[src/rtl/dig_scan_pkg.sv]
// Shared constants and types for the dig_scan multiplexed display controller.
package dig_scan_pkg;

    // Legal parameter ranges for the scan controller.
    localparam int NDIG_MIN = 1;
    localparam int NDIG_MAX = 8;
    localparam int DIV_MIN  = 2;
    localparam int DIV_MAX  = 65535;

    // Prescaler counter width; DIV_MAX fits exactly.
    localparam int CNT_W = 16;

    // All digit selects inactive (active-low); sliced to NDIG by users.
    localparam logic [NDIG_MAX-1:0] SEL_OFF = '1;

    typedef logic [3:0] nibble_t;

    // Width of the digit pointer; a single digit still needs one bit.
    function automatic int ptrWidth(input int n);
        return (n > 1) ? $clog2(n) : 1;
    endfunction

endpackage

[src/rtl/scan_prescaler.sv]
// Slot prescaler: counts clk cycles while enabled and flags the last cycle of each slot.
module scan_prescaler
    import dig_scan_pkg::*;
#(
    parameter int DIV = 50000
) (
    input  logic             clk,
    input  logic             reset,
    input  logic             en,
    output logic             tick,
    output logic [CNT_W-1:0] cnt
);

    localparam logic [CNT_W-1:0] CNT_LAST = CNT_W'(DIV - 1);

    assign tick = en && (cnt == CNT_LAST);

    // Count up while scanning, wrap at the end of a slot, hold when disabled.
    always_ff @(posedge clk or posedge reset) begin
        if (reset) begin
            cnt <= '0;
        end else if (en) begin
            cnt <= tick ? '0 : cnt + 16'd1;
        end
    end

endmodule

[src/rtl/dig_scan.sv]
// Time-multiplexed seven-segment scan controller with tear-free value loading.
module dig_scan
    import dig_scan_pkg::*;
#(
    parameter int NDIG = 4,
    parameter int DIV  = 50000
) (
    input  logic              clk,
    input  logic              reset,
    input  logic              en,
    input  logic              load,
    input  logic [4*NDIG-1:0] value,
    input  logic [NDIG-1:0]   blank,
    output logic              x0,
    output logic              x1,
    output logic              x2,
    output logic              x3,
    output logic [NDIG-1:0]   sel,
    output logic              busy,
    output logic              frame
);

    localparam int              PW          = ptrWidth(NDIG);
    localparam logic [PW-1:0]   PTR_LAST    = PW'(NDIG - 1);
    localparam logic [CNT_W-1:0] CNT_LAST   = CNT_W'(DIV - 1);
    localparam logic [NDIG-1:0] SEL_ALL_OFF = SEL_OFF[NDIG-1:0];

    logic              w_tick;
    logic [CNT_W-1:0]  w_cnt;
    logic              w_slotLast;
    logic              w_frameEnd;
    logic [PW-1:0]     w_ptrNext;
    logic [4*NDIG-1:0] w_shadowNext;
    nibble_t           w_nibbleNext;
    logic [NDIG-1:0]   w_selNext;

    logic [PW-1:0]     r_ptr;
    logic [4*NDIG-1:0] r_shadow;
    logic [4*NDIG-1:0] r_pendVal;
    logic              r_pend;
    nibble_t           r_x;
    logic [NDIG-1:0]   r_sel;
    logic              r_frame;

    scan_prescaler #(
        .DIV (DIV)
    ) u_prescaler (
        .clk   (clk),
        .reset (reset),
        .en    (en),
        .tick  (w_tick),
        .cnt   (w_cnt)
    );

    // The tick only fires on the last count; checking both keeps the frame edge tied to the counter state.
    assign w_slotLast = w_tick && (w_cnt == CNT_LAST);
    assign w_frameEnd = w_slotLast && (r_ptr == PTR_LAST);

    // Next pointer and next shadow, so outputs line up with the state they describe.
    always_comb begin
        w_ptrNext = r_ptr;
        if (w_slotLast) begin
            w_ptrNext = (r_ptr == PTR_LAST) ? '0 : r_ptr + 1'b1;
        end
        w_shadowNext = (w_frameEnd && r_pend) ? r_pendVal : r_shadow;
    end

    // Nibble and select pattern for the digit that will be shown next cycle.
    always_comb begin
        w_nibbleNext = w_shadowNext[4*int'(w_ptrNext) +: 4];
        w_selNext    = SEL_ALL_OFF;
        if (en && !blank[w_ptrNext]) begin
            w_selNext[w_ptrNext] = 1'b0;
        end
    end

    // Digit pointer and displayed (shadow) value.
    always_ff @(posedge clk or posedge reset) begin
        if (reset) begin
            r_ptr    <= '0;
            r_shadow <= '0;
        end else begin
            r_ptr    <= w_ptrNext;
            r_shadow <= w_shadowNext;
        end
    end

    // Pending load: last load wins, cleared only when committed at a frame boundary.
    always_ff @(posedge clk or posedge reset) begin
        if (reset) begin
            r_pend    <= 1'b0;
            r_pendVal <= '0;
        end else if (load) begin
            r_pend    <= 1'b1;
            r_pendVal <= value;
        end else if (w_frameEnd) begin
            r_pend    <= 1'b0;
        end
    end

    // Registered pin drivers; frame pulses alongside the first cycle of the new shadow.
    always_ff @(posedge clk or posedge reset) begin
        if (reset) begin
            r_x     <= '0;
            r_sel   <= SEL_ALL_OFF;
            r_frame <= 1'b0;
        end else begin
            r_x     <= w_nibbleNext;
            r_sel   <= w_selNext;
            r_frame <= w_frameEnd;
        end
    end

    assign {x0, x1, x2, x3} = r_x;
    assign sel   = r_sel;
    assign busy  = r_pend;
    assign frame = r_frame;

endmodule

[config.mk]
export PLATFORM = sky130hd
export DESIGN_NAME = dig_scan
export DESIGN_NICKNAME = d
export VERILOG_FILES = /design/src/rtl/dig_scan_pkg.sv /design/src/rtl/scan_prescaler.sv /design/src/rtl/dig_scan.sv
export SDC_FILE = /design/constraint.sdc
export NUM_CORES = 1
export LEC_CHECK = 0
export ABC_AREA = 1
export ABC_CLOCK_PERIOD_IN_PS = 2100
export CAP_MARGIN = 20
export CORE_MARGIN = 5
export CORE_UTILIZATION = 53
export CTS_BUF_LIST = sky130_fd_sc_hd__clkbuf_4
export DETAILED_ROUTE_END_ITERATION = 16
export PLACE_DENSITY = 0.76
export SYNTH_ARGS = -nofsm -noshare
export SYNTH_HDL_FRONTEND = slang
export SYNTH_HIERARCHICAL = 1
export SYNTH_SLANG_ARGS = --single-unit
[constraint.sdc]
create_clock -name clk -period 2.1 [get_ports clk]
set_input_delay 0.21 -clock clk [delete_from_list [all_inputs] [get_ports clk]]
set_output_delay 0.21 -clock clk [all_outputs]
set_load 0.03 [all_outputs]
==> metrics.md <==
| Metric | Value |
|---|---|
| CP max stage delay | 0.40 ns |
| Drt via density | 5.144 |
| Share of the synthesized area in the top cell type | 43.96% |
| Final HPWL DP | 5.747 mm |
| Worst Tran Pin Value | 0.6272 ns |
| Antenna Violating Nets Remaining | 0 |
| CP cell instances | nor2_2 -> nand3_1 -> nor2_2 -> nand2_2 -> nor2_4 -> nand2_2 -> nor2_4 -> nand3_1 -> nor2_2 -> buf_4 -> nand3_1 -> nand2_2 -> buf_4 -> nand2_2 -> nand4_1 |
| Fin util | 71.83% |
| Initial Utilization | 54.17% |
| RSZ-0062 raised after global routing | yes |
| Die Ht | 87.56 um |
| H-tree depth | 3 |
| Final WS setup | -0.1414 ns |
| Crit-path leading delay family | simple AND/OR/NAND/NOR gates |
| Die ar. | 7666 um^2 |
| Crit start category | register |
| CTS root buffer | clkbuf_4 |
| Synth Area per Inst | 7.814 um^2 |
| Number of clock sinks | 60 |
| NetSw | 0.0008211 W |
| Multi-input logic area | 1558 um^2 |
| Max-Cap Viols | 0 |
| FF/Latch Area | 1506 um^2 |
| Largest net degree at the start of global routing | 45 |
| Required @ worst endpoint | 2.43 ns |
| Synth Instances | 408 |
| Clock latency on the worst-skew pair | 0.40 ns |
| Fillers | 428 |
| Share of post-route cells with drive strength above 1 | 28.48% |
| CP most frequent cell | nand2_2 |
| Sw Share | 30.93% |
| Reg clk slew, reported paths | 0.11 ns |
| Period Utilization, post-route | 106.7% |
| Slew Limit Fails | 0 |
| Drt total wl | 8.504 mm |
| Via count | 2932 |
| Finished Layout Cells | 570 |
| Dominant cells by area after synthesis | dfrtp_1, nand2_1, inv_1 |
| CTS Buf Count | 9 |
| Overall Global Routing Usage | 23.57% |
| Fmax | 446.1 MHz |
| Clk_skew | 0.01655 ns |
| Clock group share of total power | 31.5% |
| Crit path buf inv count | 2 |
| DP Cell Count | 544 |
| Register area share after synthesis | 47.25% |
| Critical Path Slowest Stage Cell | dfrtp_1 |
| Cell Area, Synth | 3188 um^2 |
| Bufs on Longest Clock Path | 2 |
| Rows | 28 |
| 1st-pass router iterations | 5 |
| LEAKAGE | 2.161 nW |
| Worst-path maximum fanout | 4 |
| Nets | 516 |
| Final Critical Period | 2.241 ns |
| WP data arrival | 2.57 ns |
| Grt ovf | 0 |
| Final Hold Viols | 0 |
| DR iter-0 viols | 195 |
| DIE WIDTH | 87.56 um |
| Core area | 5886 um^2 |
| Num ports | 34 |
| Setup violators final | 9 |
| CP Capture Type | register |
| P&R area growth vs syn | 32.61% |
| Synth Register Bits | 60 |
| DRC viols | 0 |
| Port Buffers | 33 |
| Distinct cells, synth | 30 |
| Internal | 0.001834 W |
| Number of global-route vias before repair | 2913 |
| Critical Setup Path Class | reg -> reg |
| Synthesis Warnings | 6 |
| Leading area contributor after synthesis | dfrtp_1 |
| Worst Hold Class | in -> async |
| Failing checks | negative setup slack |
| Initial antenna violation count | 0 |
| Outcome | finished, violations left |
| Antenna Cells | 0 |
| GPL Wtd Cong | 0.9395 |
| Avg WL per Cell | 14.92 um |
| Worst vdd ir | 0.6363 mV |
| TritonCTS clock tree | yes |
| Pwr/cell area | 628.0 nW/um^2 |
| First-pass GRT wire length | 13.79 mm |
| Seq pwr share | 48.2% |
| Post-Syn Nets | 434 |
| Max-slew headroom | 58.14% |
| Combinational share of power | 20.3% |
-- flip-flops by register name, summed over array words and instances (netlist names) --
name and count:
sel 4, r_ptr 2, r_pendVal 16, busy 1
r_shadow 16, u_prescaler/cnt 16, frame 1, r_x 4
-- kinds of logic (layout without fill, tap and decap cells) --
logic type | count (synthesis) | after routing | synth area share (%)
AOI/OAI and AO/OA | 7 | 7 | 1.099
xor gates and xnor gates | 8 | 8 | 2.198
adders and majority gates | 2 | 2 | 0.7848
buffers and inverters | 58 | 145 | 8.123
DFF | 60 | 60 | 47.25
and+or+nand+nor | 273 | 273 | 40.54
-- cell usage after synthesis --
cell type	number
clkinv_4	1
inv_2	1
xor2_1	8
nand4_2	1
nand3_1	29
nand3_2	9
nor3b_1	1
a21oi_1	3
nor2_1	36
dfrtp_1	56
clkinv_1	1
nand3_4	1
buf_2	1
o21ai_0	2
nor2_2	9
nor2_8	2
nand2_2	14
dfstp_2	4
nand3b_1	1
nand2_1	156
inv_1	45
nand4_1	10
buf_4	2
clkbuf_2	1
buf_8	1
clkbuf_1	3
ha_1	2
nor2_4	4
buf_6	2
o21ai_1	2
-- per-layer routing --
layer | vias to the layer above | part of all wire, % | wire, um | global-route usage, %
met5 | - | 0 | 0 | 0
met4 | 0 | 2.8 | 240 | 10.18
met3 | 25 | 5.2 | 440 | 4.233
met2 | 93 | 49 | 4184 | 38.36
met1 | 1387 | 43 | 3638 | 30.95
li1 | 1427 | - | - | -
-- stage by stage --
step / TNS, ns / setup WS (ns) / total power, W / hold slack (ns) / cell area [um^2]
final: -0.8506 / -0.1414 / 0.002655 / 0.2047 / 4228
after global routing: -2.180 / -0.2716 / 0.002787 / 0.2525 / 4228
after CTS: -0.01784 / -0.008977 / 0.002648 / 0.2070 / 4129
after detailed placement: -1.825 / -0.2263 / 0.001790 / 0.4629 / 3861
after global placement: -0.8659 / -0.1148 / 0.001769 / 0.4609 / 3861
after floorplan: -0.04546 / -0.01261 / 0.001563 / 0.1237 / 3209
-- final timing paths --
check | startpoint | end | slack [ns] | depth (start not counted)
max | u_prescaler/cnt[5]$_DFFE_PP0P_ | sel[0]$_DFF_PP1_ | -0.14 | 15
min | reset | u_prescaler/cnt[13]$_DFFE_PP0P_ | 0.20 | 2
max reg2reg | u_prescaler/cnt[5]$_DFFE_PP0P_ | sel[0]$_DFF_PP1_ | -0.14 | 15
min reg2reg | r_pendVal[9]$_DFFE_PP0P_ | r_pendVal[9]$_DFFE_PP0P_ | 0.48 | 2
max in group asynchronous | reset | sel[3]$_DFF_PP1_ | 1.45 | 3
min in group clk | value[0] | r_pendVal[0]$_DFFE_PP0P_ | 0.32 | 3
-- what timing repair did --
item | in CTS | in global routing
hold endpoints to repair | 0 | 0
hold buffers | 0 | 0
gates resized for setup | 20 | 22
buffers inserted | 5 | 4
cloned | 1 | 0
pin swaps | 10 | 7
endpoints found under the setup margin | 12 | 17
-- power groups by stage --
stage / Clock, W / Combinational [W] / Sequential [W]
after floorplan: 0 / 0.000227 / 0.00134
after detailed placement: 0 / 0.000490 / 0.00130
after CTS: 0.000850 / 0.000521 / 0.00128
final: 0.000836 / 0.000540 / 0.00128
after global routing: 0.000912 / 0.000587 / 0.00129
after global placement: 0 / 0.000472 / 0.00130
-- area by class of cell --
| type | count | area share (%) |
|---|---|---|
| Clock buffer | 9 | 1.598 |
| Clock inverter | 7 | 1.805 |
| Inverter | 48 | 4.380 |
| Multi-Input combinational cell | 290 | 36.85 |
| Sequential cell | 60 | 35.63 |
| Tap cell | 75 | 2.220 |
| Timing Repair Buffer | 81 | 17.52 |
-- cells in the final DEF, fill, tap and decap left out, drive strengths merged, types with 3 or more instances in the layout --
cell / n
nor2: 51
inv: 47
buf: 47
o21ai: 4
clkdlybuf4s50: 33
clkbuf: 10
nand3: 39
a21oi: 3
clkinv: 5
dfrtp: 56
dfstp: 4
nand2: 170
xor2: 8
nand4: 11
No activity file was read; power rests on OpenSTA's default activity.
